<file path="config.mk">
export PLATFORM = sky130hd
export DESIGN_NAME = seg_scan_mux_flat
export DESIGN_NICKNAME = d
export VERILOG_FILES = /design/src/rtl/seg_scan_mux_if.sv /design/src/rtl/seg_scan_mux.sv /design/src/flat_wrapper.sv
export SDC_FILE = /design/constraint.sdc
export NUM_CORES = 1
export LEC_CHECK = 0
export ABC_AREA = 1
export ABC_CLOCK_PERIOD_IN_PS = 2700
export CAP_MARGIN = 5
export CORE_UTILIZATION = 40
export CTS_CLUSTER_DIAMETER = 200
export CTS_CLUSTER_SIZE = 28
export DETAILED_ROUTE_END_ITERATION = 10
export GPL_TIMING_DRIVEN = 0
export PLACE_DENSITY_LB_ADDON = 0.15
export SLEW_MARGIN = 20
export SYNTH_ARGS = -nofsm -noshare
export SYNTH_HDL_FRONTEND = slang
export SYNTH_SLANG_ARGS = --single-unit
</file>
<file path="constraint.sdc">
create_clock -name clk -period 2.7 [get_ports clk]
set_input_delay 0.54 -clock clk [delete_from_list [all_inputs] [get_ports clk]]
set_output_delay 0.54 -clock clk [all_outputs]
set_load 0.005 [all_outputs]
</file>
<file path="src/rtl/seg_scan_mux_if.sv">
// rtl/seg_scan_mux_if.sv - display driver control and output bundle
interface seg_scan_mux_if #(
    parameter int NUM_DIGITS = 4
);
    logic                    enable;
    logic                    load;
    logic [4*NUM_DIGITS-1:0] digits_in;
    logic [NUM_DIGITS-1:0]   dp_in;
    logic [7:0]              seg;
    logic [NUM_DIGITS-1:0]   an;
    logic                    frame_done;

    modport master (
        output enable, load, digits_in, dp_in,
        input  seg, an, frame_done
    );

    modport slave (
        input  enable, load, digits_in, dp_in,
        output seg, an, frame_done
    );
endinterface

</file>
<file path="src/rtl/seg_scan_mux.sv">
// rtl/seg_scan_mux.sv - multiplexed seven-segment scanner with double-buffered digits
module seg_scan_mux #(
    parameter int NUM_DIGITS    = 4,
    parameter int REFRESH_DIV   = 50000,
    parameter bit HEX_MODE      = 1'b1,
    parameter bit BLANK_LEADING = 1'b1
) (
    input  logic          clk,
    input  logic          rst_n,
    seg_scan_mux_if.slave bus
);
    localparam int IDX_W = (NUM_DIGITS > 1) ? $clog2(NUM_DIGITS) : 1;
    localparam int CNT_W = $clog2(REFRESH_DIV);
    localparam logic [IDX_W-1:0] IDX_LAST = IDX_W'(NUM_DIGITS - 1);
    localparam logic [CNT_W-1:0] CNT_LAST = CNT_W'(REFRESH_DIV - 1);
    localparam logic [7:0]       ERR_GLYPH = 8'b11011011;

    logic [CNT_W-1:0]        cnt_q, cnt_d;
    logic [IDX_W-1:0]        idx_q, idx_d;
    logic [4*NUM_DIGITS-1:0] shadow_dig_q, shadow_dig_d;
    logic [NUM_DIGITS-1:0]   shadow_dp_q, shadow_dp_d;
    logic                    pending_q, pending_d;
    logic [4*NUM_DIGITS-1:0] disp_dig_q, disp_dig_d;
    logic [NUM_DIGITS-1:0]   disp_dp_q, disp_dp_d;
    logic [7:0]              seg_q, seg_d;
    logic [NUM_DIGITS-1:0]   an_q, an_d;
    logic                    wrap_q, wrap_d;
    logic                    frame_done_q, frame_done_d;

    logic       tick;
    logic       boundary;
    logic [3:0] code;
    logic       dp;
    logic       blank;
    logic       higher_zero;
    logic [7:0] gl;

    function automatic logic [7:0] glyph(input logic [3:0] c);
        case (c)
            4'h0:    glyph = 8'b00000011;
            4'h1:    glyph = 8'b10011111;
            4'h2:    glyph = 8'b00100101;
            4'h3:    glyph = 8'b00001101;
            4'h4:    glyph = 8'b10011001;
            4'h5:    glyph = 8'b01001001;
            4'h6:    glyph = 8'b01000001;
            4'h7:    glyph = 8'b00011111;
            4'h8:    glyph = 8'b00000001;
            4'h9:    glyph = 8'b00001001;
            4'hA:    glyph = HEX_MODE ? 8'b00010001 : ERR_GLYPH;
            4'hB:    glyph = HEX_MODE ? 8'b11000001 : ERR_GLYPH;
            4'hC:    glyph = HEX_MODE ? 8'b01100011 : ERR_GLYPH;
            4'hD:    glyph = HEX_MODE ? 8'b10000101 : ERR_GLYPH;
            4'hE:    glyph = HEX_MODE ? 8'b01100001 : ERR_GLYPH;
            default: glyph = HEX_MODE ? 8'b01110001 : ERR_GLYPH;
        endcase
    endfunction

    // Scan sequencing and the shadow-to-display commit at the frame wrap
    always_comb begin
        tick         = bus.enable && (cnt_q == CNT_LAST);
        boundary     = tick && (idx_q == IDX_LAST);
        cnt_d        = cnt_q + CNT_W'(1);
        idx_d        = idx_q;
        if (!bus.enable) begin
            cnt_d = '0;
            idx_d = '0;
        end else if (tick) begin
            cnt_d = '0;
            idx_d = boundary ? '0 : idx_q + IDX_W'(1);
        end

        disp_dig_d   = disp_dig_q;
        disp_dp_d    = disp_dp_q;
        pending_d    = pending_q;
        if (boundary && pending_q) begin
            disp_dig_d = shadow_dig_q;
            disp_dp_d  = shadow_dp_q;
            pending_d  = 1'b0;
        end
        shadow_dig_d = shadow_dig_q;
        shadow_dp_d  = shadow_dp_q;
        if (bus.load) begin
            shadow_dig_d = bus.digits_in;
            shadow_dp_d  = bus.dp_in;
            pending_d    = 1'b1;
        end

        wrap_d       = boundary;
        frame_done_d = wrap_q && bus.enable;
    end

    // Outputs follow the current digit; frame_done lines up with the first new digit 0
    always_comb begin
        code        = 4'h0;
        dp          = 1'b0;
        blank       = 1'b0;
        higher_zero = 1'b1;
        for (int i = NUM_DIGITS - 1; i >= 0; i--) begin
            higher_zero = higher_zero && (disp_dig_q[4*i +: 4] == 4'h0);
            if (idx_q == IDX_W'(i)) begin
                code  = disp_dig_q[4*i +: 4];
                dp    = disp_dp_q[i];
                blank = BLANK_LEADING && higher_zero && (i != 0);
            end
        end
        gl = glyph(code);
        if (blank) begin
            gl = 8'hFF;
        end
        if (bus.enable) begin
            seg_d = {gl[7:1], ~dp};
            an_d  = ~(NUM_DIGITS'(1) << idx_q);
        end else begin
            seg_d = 8'hFF;
            an_d  = '1;
        end
    end

    always_ff @(posedge clk) begin
        if (!rst_n) begin
            cnt_q        <= '0;
            idx_q        <= '0;
            shadow_dig_q <= '0;
            shadow_dp_q  <= '0;
            pending_q    <= 1'b0;
            disp_dig_q   <= '0;
            disp_dp_q    <= '0;
            seg_q        <= 8'hFF;
            an_q         <= '1;
            wrap_q       <= 1'b0;
            frame_done_q <= 1'b0;
        end else begin
            cnt_q        <= cnt_d;
            idx_q        <= idx_d;
            shadow_dig_q <= shadow_dig_d;
            shadow_dp_q  <= shadow_dp_d;
            pending_q    <= pending_d;
            disp_dig_q   <= disp_dig_d;
            disp_dp_q    <= disp_dp_d;
            seg_q        <= seg_d;
            an_q         <= an_d;
            wrap_q       <= wrap_d;
            frame_done_q <= frame_done_d;
        end
    end

    assign bus.seg        = seg_q;
    assign bus.an         = an_q;
    assign bus.frame_done = frame_done_q;
endmodule

</file>
<file path="src/flat_wrapper.sv">
// flat-port wrapper written by rule: the top's interface ports become plain ports
module seg_scan_mux_flat 
#(
    parameter int NUM_DIGITS    = 4,
    parameter int REFRESH_DIV   = 50000,
    parameter bit HEX_MODE      = 1'b1,
    parameter bit BLANK_LEADING = 1'b1
)
  (clk, rst_n, bus_enable, bus_load, bus_digits_in, bus_dp_in, bus_seg, bus_an, bus_frame_done);
  seg_scan_mux_if #(.NUM_DIGITS(NUM_DIGITS)) bus_i ();
  input  logic clk;
  input  logic rst_n;
  input wire logic [$bits(bus_i.enable)-1:0] bus_enable;
  input wire logic [$bits(bus_i.load)-1:0] bus_load;
  input wire logic [$bits(bus_i.digits_in)-1:0] bus_digits_in;
  input wire logic [$bits(bus_i.dp_in)-1:0] bus_dp_in;
  output wire logic [$bits(bus_i.seg)-1:0] bus_seg;
  output wire logic [$bits(bus_i.an)-1:0] bus_an;
  output wire logic [$bits(bus_i.frame_done)-1:0] bus_frame_done;
  assign bus_i.enable = bus_enable;
  assign bus_i.load = bus_load;
  assign bus_i.digits_in = bus_digits_in;
  assign bus_i.dp_in = bus_dp_in;
  assign bus_seg = bus_i.seg;
  assign bus_an = bus_i.an;
  assign bus_frame_done = bus_i.frame_done;
  seg_scan_mux #(.NUM_DIGITS(NUM_DIGITS), .REFRESH_DIV(REFRESH_DIV), .HEX_MODE(HEX_MODE), .BLANK_LEADING(BLANK_LEADING)) u_core (.clk(clk), .rst_n(rst_n), .bus(bus_i));
endmodule
</file>
==> results.toml, run 1 <==
[status]
status = "completed"

[synth]
synth-edff-count = 0
yosysTopAreaCellShare_pct = 42.60
synth_common_cells = "nand2_1 (76), dfxtp_1 (73), nor2_1 (66)"
yosysMostFrequentCell = "nand2_1"
ys_async_sr_fraction_pct = 0
synthCells = 467
yosys.area.top_type = "dfxtp_1"
postSynth.topFlopCell = "dfxtp_1"
syn_nets = 502
ys_ff_latch = 73
synth_area_um2 = 3431
seq_area_frac_synth_pct = 42.60
ys_types = 33
yosys-top-cells-area = "dfxtp_1 (43%), nand2_1 (8.3%), nor2_1 (7.2%)"
syn_avg_cell_area_um2 = 7.346
ys_warn_count = 0

[pwr]
leakage_nw = 1.635
power_frac_comb_pct = 5.9
switching_share_pct = 21.76
p_seq_share_pct = 51.7
ir_drop_uv = 242.2
internal-power_mw = 1.682
switchingPower_mw = 0.4677
powerDensity_nw_per_um2 = 520.2
clkPwrFrac_pct = 42.3
p_total_mw = 2.150

[floorplan]
std_cell_rows = 33
dieHeight_um = 94.61
fp.coreArea_um2 = 8258
dieArea_um2 = 8951
start_util_pct = 41.55
die_width_um = 94.61
ioPinCount = 37

[detailed_routing]
route.met3.wl_um = 260
viasPerCell = 4.742
wl_mm = 6.826
ant_nets = 0
top_layer = "met4"
routedWlPerCell_um = 10.94
dr_total_vias = 2959
met1_length_mm = 3.425
drc_errors = 0
dr.pass1.iters = 5
routed-wl-met2_mm = 2.993
drt_iter0_markers = 127

[critical_path]
path_cells = "inv_1 -> ha_1 -> buf_2 -> a21oi_1 -> nand3_1 -> o21ai_1 -> inv_1 -> ha_1 -> nand3_1 -> nand3_1 -> nand2_1 -> nand2_1"
r2r_end = "u_core.bus.seg[7]"
crit_fanout = 9
max_stage_delay_ns = 0.37
critPathCapture = "u_core.bus.seg[7]"
crit_path_frequent_cell = "nand3_1"
critPathLaunch = "u_core.idx_q[1]"
critPathRequiredTime_ns = 2.93
worstRegToRegCells = 12
timing.rr.start = "u_core.idx_q[1]"
worstPathArrival_ns = 2.49
crit_path_start_kind = "flip-flop"
critPathSlowestCell = "dfxtp_1"
end_kind = "flip-flop"
worst-setup-path-type = "flip-flop to flip-flop"
reg2reg_setup_slack_ns = 0.45

[sta]
max_slew_margin_pct = 68.04
drv_slew = 0
max_slew.worst_pin.slew_ns = 0.4762
rsz0062_at_grt = "false"
timing.final.ws_setup_ns = 0.4456
max_freq_ghz = 0.4436
timing.hold.ws_ns = 0.4153
report.final.setup_viol = 0
finalSetupTns_ns = 0
hold_violations = 0
final.setup_skew_ns = 0.01376
min_period_over_period_pct = 83.50
fin_crit_ns = 2.254

[global_route]
grt_pass1_wl_mm = 12.16
antenna_found_initial = 0
track_usage_pct = 17.22
grt_pass1_vias = 2751
grt_overflow_total = 0
grt_max_degree = 13

[cts]
hold_buffers = 0
cts-root-buf = "clkbuf_8"
post-cts-setup-buffer-count = 0
cts_tree = "built"
cts_repair_resize_count = 0
clk_latency_ns = 0.35
cts.sinks = 73
htreeDepth = 3
clockBufferDepth = 2
clkTransAtPathRegs_ns = 0.08
cts_buffers = 9

[flow_run]
cap_violations = 0

[min_path]
hold_path.class = "flip-flop to flip-flop"
min_path_cells = 2

[place]
port_buffers = 36
place_hpwl_mm = 5.287
gp_congestion = 0.8523
place_ws_ns = 0.4645

[layout]
antenna_cells_inserted = 0
drive_gt1_share_pct = 10.40
n_fill_cell = 838
final_nets = 549
syn_to_final_growth_pct = 20.46
final_util_pct = 50.05
## critical path: cells and delay by family (launching register included)
family | cells | cell delay (ns)
compound gates | 2 | 0.47
fa+ha+maj | 2 | 0.45
buf+inv | 3 | 0.42
flops | 1 | 0.37
simple gates | 5 | 0.42
## metal layers
metal	track usage, %	up-vias
li1	-	1615
met1	22.51	1273
met2	27.04	59
met3	3.140	12
met4	8.712	0
met5	0	-
## cells by family after synthesis
logic type,after synthesis,synth area share [%]
buffers and inverters,78,9.701
AND/OR/NAND/NOR,231,32.53
XOR/XNOR,2,0.5107
flip-flops,73,42.60
adder cells (fa/ha/maj),11,4.012
AO/OA/AOI/OAI,72,10.65
## flip-flops by register name, summed over array words and instances, names as in the netlist
| signal | count |
|---|---|
| u_core.shadow_dp_q | 4 |
| u_core.disp_dig_q | 16 |
| u_core.disp_dp_q | 4 |
| u_core.pending_q | 1 |
| u_core.shadow_dig_q | 16 |
| u_core.wrap_q | 1 |
| u_core.idx_q | 2 |
| u_core.cnt_q | 16 |
| u_core.bus.frame_done | 1 |
| u_core.bus.an | 4 |
| u_core.bus.seg | 8 |
## metrics by stage
| step | cells | instance area (um^2) |
|---|---|---|
| finish | 624 | 4133 |
| global route | 624 | 4133 |
| CTS | 624 | 4133 |
| detailed placement | 608 | 3923 |
| global placement | 608 | 3923 |
| floorplan | 467 | 3431 |
## placed cells by master (no fill, tap or decap), types with 2 or more instances in the layout
master	instances
bufinv_16	2
inv_1	47
o21ai_1	4
clkbuf_1	8
clkbuf_8	9
a21oi_1	37
buf_4	4
buf_1	5
nand3_2	3
nand4_1	25
ha_1	11
o21ai_0	29
buf_2	2
nand3_1	33
inv_2	9
xor2_1	2
or2_1	2
nor3_1	6
nor3_2	2
nor2_2	3
clkinv_2	3
clkdlybuf4s50_1	36
buf_6	3
nor2_4	4
nand2_2	5
dfxtp_1	73
nand2_1	76
nor2_1	66
## power by group through the flow
stage	Combinational, mW	Sequential, mW	Clock, mW
2_1_floorplan	0.0652	1.14	0
3_3_place_gp	0.127	1.14	0
3_5_place_dp	0.129	1.14	0
4_1_cts	0.129	1.11	0.937
5_1_grt	0.148	1.12	0.977
6_report	0.128	1.11	0.910
## cell type report
class                   count  area, um^2  area share [%]
clock buffers              10       127.6           3.088
clock inverters             6       82.58           1.998
well taps                 105       131.4           3.179
repair buffers             36       360.3           8.719
inverters                  57       214.0           5.177
plain buffers              21       118.9           2.876
flip-flops and latches     73        1461           35.36
multi-input cells         316        1637           39.60
## worst min-delay path by stage
stage	startpoint	end	slack, ns
global route	u_core.wrap_q	u_core.bus.frame_done	0.44
floorplan	u_core.wrap_q	u_core.bus.frame_done	0.39
CTS	u_core.wrap_q	u_core.bus.frame_done	0.41
detailed placement	u_core.wrap_q	u_core.bus.frame_done	0.41
finish	u_core.wrap_q	u_core.bus.frame_done	0.42
global placement	u_core.wrap_q	u_core.bus.frame_done	0.41
No activity file was read; power rests on OpenSTA's default activity.
==> inputs of run 2 (changes only) <==
- ABC_CLOCK_PERIOD_IN_PS: 2700 -> 2190
- clock period: 2.7 -> 2.19 ns (I/O delays scaled with it)
==> run 2 against run 1 <==
Compared with the run above:
- clock power is 23% higher
- global-route usage hardly changed
- die area stayed put
- register-to-register slack worse by 0.26 ns
- critical path depth stayed put
- clock-buffer cell count stayed put
- wire length is 0.26% higher
- sequential power is 23% higher
- non-clock buffer count stayed put
- cell area is 0.70% higher
- total power is 23% higher
- largest cell class unchanged
- highest routed layer unchanged
==> results.toml, run 2 (same netlist as run 1, synthesis figures left out) <==
[detailed_routing]
viasPerCell = 4.755
ant_nets = 0
dr_total_vias = 2967
drc_errors = 0
routedWlPerCell_um = 10.97
dr.pass1.iters = 4
drt_iter0_markers = 100
wl_mm = 6.844

[global_route]
grt_overflow_total = 0
grt_pass1_vias = 2758
grt_max_degree = 13
track_usage_pct = 17.25
grt_pass1_wl_mm = 12.19
antenna_found_initial = 0

[sta]
drv_slew = 0
timing.hold.ws_ns = 0.4145
hold_violations = 0
report.final.setup_viol = 0
finalSetupTns_ns = 0
max_slew_margin_pct = 72.10
fin_crit_ns = 2.005
max_freq_ghz = 0.4987
final.setup_skew_ns = 0.01407
min_period_over_period_pct = 91.57
max_slew.worst_pin.slew_ns = 0.4153

[floorplan]
std_cell_rows = 33
ioPinCount = 37
start_util_pct = 41.55
die_width_um = 94.61
dieHeight_um = 94.61
fp.coreArea_um2 = 8258
dieArea_um2 = 8951

[pwr]
leakage_nw = 1.638
switching_share_pct = 21.79
powerDensity_nw_per_um2 = 637.2
power_frac_comb_pct = 5.9
internal-power_mw = 2.074
ir_drop_uv = 300.7
p_seq_share_pct = 51.7
switchingPower_mw = 0.5778
clkPwrFrac_pct = 42.4

[cts]
clk_latency_ns = 0.35
cts_buffers = 9
clockBufferDepth = 2
clkTransAtPathRegs_ns = 0.08
cts.sinks = 73
cts-root-buf = "clkbuf_8"
htreeDepth = 3
cts_tree = "built"

[layout]
syn_to_final_growth_pct = 21.30
n_fill_cell = 836
finalInstanceArea_um2 = 4161
layout_common_cells = "nand2_1 (76), dfxtp_1 (71), nor2_1 (66)"
final_common_cell = "nand2_1"
final_nets = 549
biggestRegsByFlops = "u_core.cnt_q x16, u_core.disp_dig_q x16, u_core.shadow_dig_q x16"
antenna_cells_inserted = 0
drive_gt1_share_pct = 11.56

[status]
status = "completed"

[place]
place_area_um2 = 3923
port_buffers = 36
gp_congestion = 0.8523
place_hpwl_mm = 5.287

[critical_path]
crit_path_start_kind = "flip-flop"
crit_path_frequent_cell = "nand3_1"
crit_fanout = 9
critPathSlowestCell = "dfxtp_2"
worst-setup-path-type = "flip-flop to flip-flop"
timing.rr.start = "u_core.idx_q[1]"
path_cells = "inv_1 -> ha_1 -> clkbuf_4 -> a21oi_2 -> nand3_1 -> o21ai_4 -> inv_1 -> ha_1 -> nand3_1 -> nand3_1 -> nand2_1 -> nand2_1"
critPathLaunch = "u_core.idx_q[1]"
worstPathArrival_ns = 2.24
end_kind = "flip-flop"
max_stage_delay_ns = 0.35
critPathRequiredTime_ns = 2.42

[min_path]
hp-start = "u_core.wrap_q"
hold_path.class = "flip-flop to flip-flop"

[flow_run]
cap_violations = 0
run 2: routing by layer:
metal | global-route usage (%) | share of wire [%] | wire length [um]
met2 | 27.16 | 43 | 2959
met4 | 8.712 | 2.7 | 183
met1 | 22.51 | 50 | 3455
met5 | 0 | 0 | 0
met3 | 3.140 | 3.6 | 246
run 2: worst paths after layout:
| check | to | slack, ns | depth (start not counted) |
|---|---|---|---|
| max | u_core.bus.seg[7] | 0.18 | 12 |
| min | u_core.bus.frame_done | 0.41 | 2 |
| max reg2reg | u_core.bus.seg[7] | 0.18 | 12 |
| min reg2reg | u_core.bus.frame_done | 0.41 | 2 |
run 2: area by class of cell:
class | instances | area (um^2) | area share [%]
Timing Repair Buffer | 36 | 360.3 | 8.659
Multi-Input combinational cell | 316 | 1660 | 39.90
Clock inverter | 6 | 82.58 | 1.984
Buffer | 21 | 121.4 | 2.916
Inverter | 57 | 214.0 | 5.141
Tap cell | 105 | 131.4 | 3.157
Clock buffer | 10 | 127.6 | 3.067
Sequential cell | 73 | 1464 | 35.18
run 2: critical path, delay by kind of cell, from the launching register on:
family | cells | cell delay, ns
AO/OA/AOI/OAI | 2 | 0.29
adder cells (fa/ha/maj) | 2 | 0.43
buffers and inverters | 3 | 0.37
flip-flops | 1 | 0.35
AND/OR/NAND/NOR | 5 | 0.45
run 2: metrics by stage:
stage | instances | setup slack (ns) | util, % | total power, mW
after detailed placement | 608 | -0.04551 | 47.50 | 1.561
after global routing | 624 | -0.004545 | 50.39 | 2.762
after CTS | 624 | 0.09251 | 50.09 | 2.686
after global placement | 608 | 0.004260 | 47.50 | 1.558
final | 624 | 0.1847 | 50.39 | 2.652
after floorplan | 467 | 0.2437 | - | 1.482
run 2: power by group through the flow:
stage	Clock, mW	Combinational [mW]	Sequential [mW]
finish	1.12	0.157	1.37
detailed placement	0	0.159	1.40
global placement	0	0.157	1.40
CTS	1.16	0.159	1.37
global route	1.20	0.182	1.37
floorplan	0	0.0804	1.40
run 2: repair_timing:
item                       4_1_cts  5_1_grt
pin swaps                        0        0
hold buffers                     0        0
setup buffers                    0        0
gates cloned                     0        0
setup endpoints to repair        4        5
gates resized for setup          1        7
==> inputs of run 3 (changes only) <==
- CORE_UTILIZATION: 40 -> 51
==> run 3 against run 2 <==
Compared with the run above:
- maximum frequency is 0.95% lower
- utilization is 13 points higher
- the flow now finishes with violations (design-rule violations)
- worst hold slack hardly changed
- via count is 1.2% higher
- total power is 7.4% lower
- largest cell class unchanged
- cell area is 1.8% lower
==> results.toml, run 3 (same netlist as run 1, synthesis figures left out) <==
[floorplan]
die_width_um = 84.02
fp.coreArea_um2 = 6422
start_util_pct = 53.42
dieHeight_um = 84.02
std_cell_rows = 29
ioPinCount = 37
dieArea_um2 = 7059

[layout]
finalInstanceArea_um2 = 4085
final_nets = 549
antenna_cells_inserted = 0
biggestRegsByFlops = "u_core.cnt_q x16, u_core.disp_dig_q x16, u_core.shadow_dig_q x16"
fin_cells = 596
drive_gt1_share_pct = 11.56
n_fill_cell = 598
final_common_cell = "nand2_1"
final_util_pct = 63.61
layout_common_cells = "nand2_1 (76), dfxtp_1 (71), nor2_1 (66)"
syn_to_final_growth_pct = 19.07

[pwr]
ir_drop_uv = 393.3
p_total_mw = 2.455
powerDensity_nw_per_um2 = 600.9
leakage_nw = 1.606

[detailed_routing]
wl_mm = 6.709
drc_errors = 10
routedWlPerCell_um = 11.26
dr.pass1.iters = 8
dr_total_vias = 3002
ant_nets = 0
drt_iter0_markers = 158
viasPerCell = 5.037

[cts]
clk_latency_ns = 0.35
clockBufferDepth = 2
cts_repair_resize_count = 1
cts_tree = "built"
hold_buffers = 0
clkTransAtPathRegs_ns = 0.08
htreeDepth = 3
post-cts-setup-buffer-count = 0
cts-root-buf = "clkbuf_8"
cts_buffers = 9
cts.sinks = 73

[place]
gp_congestion = 0.8477
port_buffers = 36
place_hpwl_mm = 5.162
placed_cells = 580
place_area_um2 = 3887

[sta]
fin_crit_ns = 2.025
report.final.setup_viol = 0
rsz0062_at_grt = "false"
max_slew_margin_pct = 73.31
max_freq_ghz = 0.4939
finalSetupTns_ns = 0
final.setup_skew_ns = 0.01118
max_slew.worst_pin.slew_ns = 0.3974
drv_slew = 0
min_period_over_period_pct = 92.44
hold_violations = 0

[status]
violations = "design-rule violations"
status = "finished, violations left"

[flow_run]
cap_violations = 0

[min_path]
hold_path.class = "flip-flop to flip-flop"

[critical_path]
crit_fanout = 9
critPathRequiredTime_ns = 2.43
worst-setup-path-type = "flip-flop to flip-flop"
end_kind = "flip-flop"
worstPathArrival_ns = 2.26
crit_path_start_kind = "flip-flop"

[global_route]
antenna_found_initial = 0
track_usage_pct = 20.60
grt_overflow_total = 0
grt_pass1_vias = 2765
grt_max_degree = 14
grt_pass1_wl_mm = 11.78
run 3: cell types whose count changed in the layout (fill, tap and decap cells not counted), sizes merged:
cell	change
clkinvlp	+3
bufinv	-2
inv	+1
clkinv	-2
run 3: final timing paths:
check                                      from                     to  slack, ns  cells after the start
worst max-delay path            u_core.idx_q[1]      u_core.bus.seg[4]       0.17                     12
worst min-delay path              u_core.wrap_q  u_core.bus.frame_done       0.41                      2
worst max register to register  u_core.idx_q[1]      u_core.bus.seg[4]       0.17                     12
worst min register to register    u_core.wrap_q  u_core.bus.frame_done       0.41                      2
run 3: area by class of cell:
type / instances / area, um^2 / area share, %
Sequential cell: 73 / 1464 / 35.83
Inverter: 57 / 214.0 / 5.237
Timing Repair Buffer: 36 / 360.3 / 8.821
Clock inverter: 6 / 43.79 / 1.072
Clock buffer: 10 / 127.6 / 3.124
Buffer: 21 / 121.4 / 2.971
Tap cell: 77 / 96.34 / 2.358
Multi-Input combinational cell: 316 / 1658 / 40.58
run 3: power by group:
group          leakage (nW)  switching (mW)  total (mW)  internal [mW]
clock network        0.0749           0.514       0.927          0.413
logic                 0.934          0.0804       0.157         0.0761
registers             0.597         0.00956        1.37           1.36
run 3: worst max-delay path, cell delays in order, from the launching register on:
cell      delay (ns)
dfxtp_2         0.35
inv_1           0.07
ha_1            0.17
clkbuf_4        0.19
a21oi_2         0.17
nand3_1         0.15
o21ai_4         0.13
inv_1           0.11
ha_1            0.22
nand3_1         0.14
nand3_1         0.09
nand2_1         0.07
nand2_1         0.05
run 3: metrics by stage:
step                worst slack (ns)  hold WS [ns]
floorplan                     0.2437        0.3936
global placement             0.02435        0.4104
detailed placement          -0.01853        0.4054
CTS                           0.1121        0.4180
global route                 0.01121        0.4415
finish                        0.1655        0.4149
run 3: per-layer routing:
| layer | up-vias | wire [um] | global-route usage (%) |
|---|---|---|---|
| met5 | - | 0 | 0 |
| met4 | 0 | 94 | 7.837 |
| met3 | 8 | 294 | 4.154 |
| met2 | 84 | 3133 | 34.43 |
| met1 | 1293 | 3185 | 26.13 |
| li1 | 1617 | - | - |
